==> src/rtl/ram_byte_view_if.sv <==
// Front-panel bus for ram_byte_view: address/write/byte-enable/data and LED select in,
// registered read word, LED byte and clear-busy flag out.
interface ram_byte_view_if #(
  parameter int ADDR_W = 6,
  parameter int DATA_W = 32
);
  localparam int NB    = DATA_W / 8;
  localparam int SEL_W = $clog2(NB);

  logic [ADDR_W-1:0] Mem_Addr;
  logic              Mem_Write;
  logic [NB-1:0]     Byte_En;
  logic [DATA_W-1:0] W_Data;
  logic [SEL_W-1:0]  C;
  logic              Scan;
  logic [DATA_W-1:0] R_Data;
  logic [7:0]        LED;
  logic              Busy;

  modport master (
    output Mem_Addr, Mem_Write, Byte_En, W_Data, C, Scan,
    input  R_Data, LED, Busy
  );

  modport slave (
    input  Mem_Addr, Mem_Write, Byte_En, W_Data, C, Scan,
    output R_Data, LED, Busy
  );
endinterface

==> src/rtl/ram_byte_view.sv <==
// Single-port byte-enable word RAM with registered read, self-clear after reset and an
// 8-bit LED byte viewer. Define RAM_SCAN_EN to build the automatic byte-scan option.
module ram_byte_view #(
  parameter int ADDR_W   = 6,
  parameter int DATA_W   = 32,
  parameter int SCAN_DIV = 4
) (
  input  logic           Clk,
  input  logic           Rst,
  ram_byte_view_if.slave bus
);
  localparam int NB    = DATA_W / 8;
  localparam int SEL_W = $clog2(NB);
  localparam int DEPTH = 2 ** ADDR_W;

  typedef enum logic {CLEAR, IDLE} state_t;

  state_t            state;
  logic [ADDR_W-1:0] ptr;
  logic [DATA_W-1:0] mem [DEPTH];
  logic [SEL_W-1:0]  sel;

  // Control FSM: walk the clear pointer over every word, then serve reads.
  always_ff @(posedge Clk) begin
    if (Rst) begin
      state      <= CLEAR;
      ptr        <= '0;
      bus.Busy   <= 1'b1;
      bus.R_Data <= '0;
    end else begin
      case (state)
        CLEAR: begin
          ptr <= ptr + 1'b1;
          if (ptr == '1) begin
            state    <= IDLE;
            bus.Busy <= 1'b0;
          end
        end
        IDLE:    bus.R_Data <= mem[bus.Mem_Addr];
        default: state <= CLEAR;
      endcase
    end
  end

  // Storage: clear writes win while busy; user writes are per-byte and read-first.
  always_ff @(posedge Clk) begin
    if (!Rst) begin
      if (state == CLEAR) begin
        mem[ptr] <= '0;
      end else if (bus.Mem_Write) begin
        for (int i = 0; i < NB; i++) begin
          if (bus.Byte_En[i]) mem[bus.Mem_Addr][8*i +: 8] <= bus.W_Data[8*i +: 8];
        end
      end
    end
  end

`ifdef RAM_SCAN_EN
  localparam int DIV_W = (SCAN_DIV > 1) ? $clog2(SCAN_DIV) : 1;

  logic [DIV_W-1:0] div_cnt;
  logic [SEL_W-1:0] byte_cnt;

  // Counters idle at zero whenever scan is off, so a new scan always starts at byte 0.
  always_ff @(posedge Clk) begin
    if (Rst || !bus.Scan) begin
      div_cnt  <= '0;
      byte_cnt <= '0;
    end else if (div_cnt == DIV_W'(SCAN_DIV - 1)) begin
      div_cnt  <= '0;
      byte_cnt <= (byte_cnt == SEL_W'(NB - 1)) ? '0 : byte_cnt + 1'b1;
    end else begin
      div_cnt <= div_cnt + 1'b1;
    end
  end

  assign sel = bus.Scan ? byte_cnt : bus.C;
`else
  logic scan_unused;
  assign scan_unused = bus.Scan ^ (SCAN_DIV > 0);
  assign sel = bus.C;
`endif

  // Selects beyond the last byte (non-power-of-2 NB) leave the LEDs dark.
  always_comb begin
    bus.LED = 8'h00;
    for (int i = 0; i < NB; i++) begin
      if (sel == SEL_W'(i)) bus.LED = bus.R_Data[8*i +: 8];
    end
  end
endmodule

==> src/flat_wrapper.sv <==
// flat-port wrapper written by rule: the top's interface ports become plain ports
module ram_byte_view_flat 
#(
  parameter int ADDR_W   = 6,
  parameter int DATA_W   = 32,
  parameter int SCAN_DIV = 4
)
  (Clk, Rst, bus_Mem_Addr, bus_Mem_Write, bus_Byte_En, bus_W_Data, bus_C, bus_Scan, bus_R_Data, bus_LED, bus_Busy);
  ram_byte_view_if #(.ADDR_W(ADDR_W), .DATA_W(DATA_W)) bus_i ();
  input  logic Clk;
  input  logic Rst;
  input wire logic [$bits(bus_i.Mem_Addr)-1:0] bus_Mem_Addr;
  input wire logic [$bits(bus_i.Mem_Write)-1:0] bus_Mem_Write;
  input wire logic [$bits(bus_i.Byte_En)-1:0] bus_Byte_En;
  input wire logic [$bits(bus_i.W_Data)-1:0] bus_W_Data;
  input wire logic [$bits(bus_i.C)-1:0] bus_C;
  input wire logic [$bits(bus_i.Scan)-1:0] bus_Scan;
  output wire logic [$bits(bus_i.R_Data)-1:0] bus_R_Data;
  output wire logic [$bits(bus_i.LED)-1:0] bus_LED;
  output wire logic [$bits(bus_i.Busy)-1:0] bus_Busy;
  assign bus_i.Mem_Addr = bus_Mem_Addr;
  assign bus_i.Mem_Write = bus_Mem_Write;
  assign bus_i.Byte_En = bus_Byte_En;
  assign bus_i.W_Data = bus_W_Data;
  assign bus_i.C = bus_C;
  assign bus_i.Scan = bus_Scan;
  assign bus_R_Data = bus_i.R_Data;
  assign bus_LED = bus_i.LED;
  assign bus_Busy = bus_i.Busy;
  ram_byte_view #(.ADDR_W(ADDR_W), .DATA_W(DATA_W), .SCAN_DIV(SCAN_DIV)) u_core (.Clk(Clk), .Rst(Rst), .bus(bus_i));
endmodule
==> config.mk <==
export PLATFORM = sky130hd
export DESIGN_NAME = ram_byte_view_flat
export DESIGN_NICKNAME = d
export VERILOG_FILES = /design/src/rtl/ram_byte_view_if.sv /design/src/rtl/ram_byte_view.sv /design/src/flat_wrapper.sv
export SDC_FILE = /design/constraint.sdc
export NUM_CORES = 2
export LEC_CHECK = 0
export ABC_AREA = 0
export BUFFER_PORTS_ARGS = -buffer_cell sky130_fd_sc_hd__buf_4
export CAP_MARGIN = 20
export CORE_MARGIN = 8
export CORE_UTILIZATION = 55
export CTS_BUF_LIST = sky130_fd_sc_hd__clkbuf_4 sky130_fd_sc_hd__clkbuf_8
export CTS_CLUSTER_SIZE = 16
export DETAILED_ROUTE_END_ITERATION = 8
export GPL_ROUTABILITY_DRIVEN = 0
export PLACE_DENSITY = 0.8
export SYNTH_ARGS = -nofsm -noshare
export SYNTH_HDL_FRONTEND = slang
export SYNTH_SLANG_ARGS = --single-unit
==> constraint.sdc <==
create_clock -name Clk -period 2.8 [get_ports Clk]
set_clock_uncertainty 0.15 [all_clocks]
set_input_delay 0.28 -clock Clk [delete_from_list [all_inputs] [get_ports Clk]]
set_output_delay 0.28 -clock Clk [all_outputs]
set_load 0.005 [all_outputs]
==> impl_metrics.csv <==
group,metric,value,unit
synth,async_reset_ff_frac,0,
sta,finalHoldViolations,0,
detailed_routing,post_drt_via_cell_ratio,6.60,
global_routing,antenna_found_initial,19,
worst_setup_path,crit_slowest_cell,"nor2_2",
sta,setup_viol,16,
outcome,violations,"setup timing",
worst_setup_path,cp-start-kind,"flip-flop",
pwr,power_density,643,nW/µm²
cells_and_area,syn_to_final_growth,17.9,%
clock_tree,cts_max_level,5,
global_routing,grt_max_degree,65,
worst_setup_path,r2r-start,"u_core.state",
clock_tree,clock_sinks,2088,
worst_setup_path,crit_chain,"nand2_1, nor3_4, buf_12, buf_12, buf_4, mux2_2, nand2_1, buf_4, nor2_2",
synth,ys_types,59,
global_routing,grtUsageTotal,0.265,
pwr,power_leakage,34.6,nW
pwr,netSwitchingFraction,0.207,
pwr,p_sw,12.7,mW
synth,synth_warnings,0,
worst_hold_path,hp-class,"input pin to flip-flop",
place,place_inst,6212,
worst_setup_path,crit_cells,9,
pwr,comb_power_share,0.039,
cells_and_area,nets,4715,
worst_setup_path,cp.arrival,3.32,ns
sta,worst_pin_slew,0.819,ns
clock_tree,clk_pin_slew,0.06,ns
place,port_buffers,87,
synth,synthCells,3902,
synth,synth_edf_count,2048,
sta,period_needed,2.84,ns
cells_and_area,fill_cells,8704,
cells_and_area,fin_util,0.654,
synth,synth_flop_cell,"edfxtp_1",
worst_setup_path,r2r_cells,9,
worst_setup_path,crit_path_max_fanout,8,
cells_and_area,final_common_cell,"edfxtp_1",
global_routing,grt_pass1_vias,45531,
worst_setup_path,worstSetupPathType,"flip-flop to flip-flop",
die,die_x,400,µm
die,start_util,0.554,
cells_and_area,final_cell_mix,"edfxtp_1, buf_4, mux4_2",
pwr,intPower,48.7,mW
clock_tree,clock_path_buffers,4,
clock_tree,cts_root_buffer,"clkbuf_8",
sta,fmax,0.352,GHz
worst_setup_path,critPathLaunch,"u_core.state",
job,drv_cap,0,
detailed_routing,dr.pass1.iters,6,
worst_hold_path,holdPathStages,6,
synth,netlist_area,80900,µm²
die,die_h,400,µm
detailed_routing,avgRoutedWirePerCell,31.4,µm
die,core_area,146000,µm²
clock_tree,numCtsBuffers,326,
die,placement_rows,140,
pwr,clkPwrFrac,0.408,
pwr,peakVddDrop,0.386,mV
sta,relSlewSlack,0.453,
outcome,status,"finished, violations left",
detailed_routing,drt_iter0_drc,6937,
sta,post-route-period-util,1.01,
worst_setup_path,endpoint,"u_core.mem[62][0]",
synth,synth_seq_area_share,0.770,
clock_tree,clk_latency,1.00,ns
sta,report.final.slew_viol_count,0,
cells_and_area,final_cells,6839,
detailed_routing,dr_total_vias,45121,
sta,rsz0062_at_grt,"true",
worst_setup_path,path_buf_inv,4,
detailed_routing,drtAntennaViolNets,0,
global_routing,grt-ovfl-total,0,
worst_setup_path,cp_slowest_stage_delay,0.38,ns
cells_and_area,drive_gt1_frac,0.363,
die,io_pins,89,
worst_setup_path,r2r_end,"u_core.mem[62][0]",
place,dp_hpwl,135000,µm
pwr,power_frac_seq,0.553,
worst_setup_path,required,3.28,ns
synth,synth_nets,3951,
worst_setup_path,cp_top_family,"simple AND/OR/NAND/NOR gates",
detailed_routing,drt_wl_total,214000,µm
worst_setup_path,rrSetupSlack,-0.04,ns
sta,setup_ws,-0.0378,ns
die,die-area,160000,µm²
synth,postSynthAreaPerCell,20.7,µm²
clock_tree,tritoncts,"done",
synth,synth_seq_cells,2088,
detailed_routing,drc,0,
global_routing,grt_pass1_wl,306000,µm
worst_setup_path,endpoint_kind,"flip-flop",
==> synthesized netlist by cell type (all sizes together) (7+ instances only) <==
cell type  number  area, µm²
a221oi         11       96.3
mux2           33        372
nand3          38        190
buf           123        763
nand4          16        100
o211ai         19        143
nor2          292       1100
a22o           22        193
a31oi           7       43.8
o21ai          32        160
o22ai          34        213
mux4          457      10300
a211oi         17        128
edfxtp       2048      61500
inv            12       45.0
nand2          78        293
or3             9       56.3
a32o            7       70.1
dfxtp          40        801
a211o          11       96.3
mux2i         147       1470
a21oi          71        355
a22oi         111        833
o22a           11       96.3
a32oi          15        131
clkbuf        114        428
o221ai         18        158
or4            12       90.1
and2           43        269
==> tightest hold or removal path, stage by stage <==
cell	delay, ns
buf_4	0.15
buf_4	0.21
buf_12	0.21
o21ai_0	0.18
a211oi_1	0.09
nand3_1	0.08
==> metal layers <==
layer	global-route usage	part of all wire	routed length (µm)
met1	0.346	0.34	73200
met2	0.402	0.46	98600
met3	0.0926	0.15	31800
met4	0.126	0.050	10800
met5	0	0.00048	103
==> cell families after synthesis <==
logic type	share of synthesized area
flip-flops	0.770
multiplexers	0.150
AO/OA/AOI/OAI	0.0344
buffers and inverters	0.0153
XOR/XNOR	0.000541
AND/OR/NAND/NOR	0.0295
adder cells (fa/ha/maj)	0.000155
==> final cells by class <==
type | instances | area, µm² | area share
Timing Repair Buffer | 673 | 6550 | 0.0687
Clock inverter | 102 | 661 | 0.00692
Multi-Input combinational cell | 1564 | 17800 | 0.186
Sequential cell | 2088 | 62300 | 0.653
Antenna cell | 18 | 45.0 | 0.000472
Inverter | 13 | 48.8 | 0.000511
Clock buffer | 464 | 5640 | 0.0591
Tap cell | 1917 | 2400 | 0.0251
==> power groups by stage <==
stage | clock (mW) | combinational, mW | sequential (mW)
2_1_floorplan | 0 | 1.29 | 34.6
3_3_place_gp | 0 | 2.25 | 34.6
3_5_place_dp | 0 | 2.29 | 34.6
4_1_cts | 25.1 | 2.35 | 33.9
5_1_grt | 26.5 | 2.48 | 33.9
6_report | 25.0 | 2.41 | 33.9
==> sequential cells by signal (all words and copies together), names as in the netlist <==
name	count
u_core.state	1
u_core.ptr	6
u_core.mem	2048
u_core.bus.R_Data	32
u_core.bus.Busy	1
==> how the worst min path moves through the flow <==
stage / from / to / slack (ns)
after detailed placement: u_core.bus.Busy / u_core.bus.Busy / 0.36
final: bus_Mem_Addr[2] / u_core.bus.R_Data[18] / 0.08
after global placement: u_core.bus.Busy / u_core.bus.Busy / 0.32
after global routing: bus_Mem_Addr[2] / u_core.bus.R_Data[18] / 0.1
after CTS: bus_Mem_Addr[2] / u_core.bus.R_Data[26] / 0.007
after floorplan: u_core.bus.Busy / u_core.bus.Busy / 0.30
==> metrics by stage <==
stage / instance area [µm²] / power (mW) / TNS (ns) / setup slack [ns] / hold WS [ns]
global placement: 88300 / 36.8 / -239.02 / -0.509 / 0.320
floorplan: 80900 / 35.8 / 0 / 0.0432 / 0.301
global route: 95400 / 62.9 / -0.717 / -0.0348 / 0.0955
finish: 95400 / 61.3 / -0.241 / -0.0378 / 0.0833
CTS: 95100 / 61.4 / -3.87 / -0.113 / 0.00706
detailed placement: 88300 / 36.9 / -212.18 / -0.513 / 0.356
==> timing repair <==
action,in CTS,in global routing
hold buffers,38,0
hold endpoints to repair,2084,0
gates cloned,0,1
resized for setup,38,78
pin swaps,0,0
buffers inserted,0,3
endpoints found under the setup margin,476,812
Power figures use the tool's default switching activity.
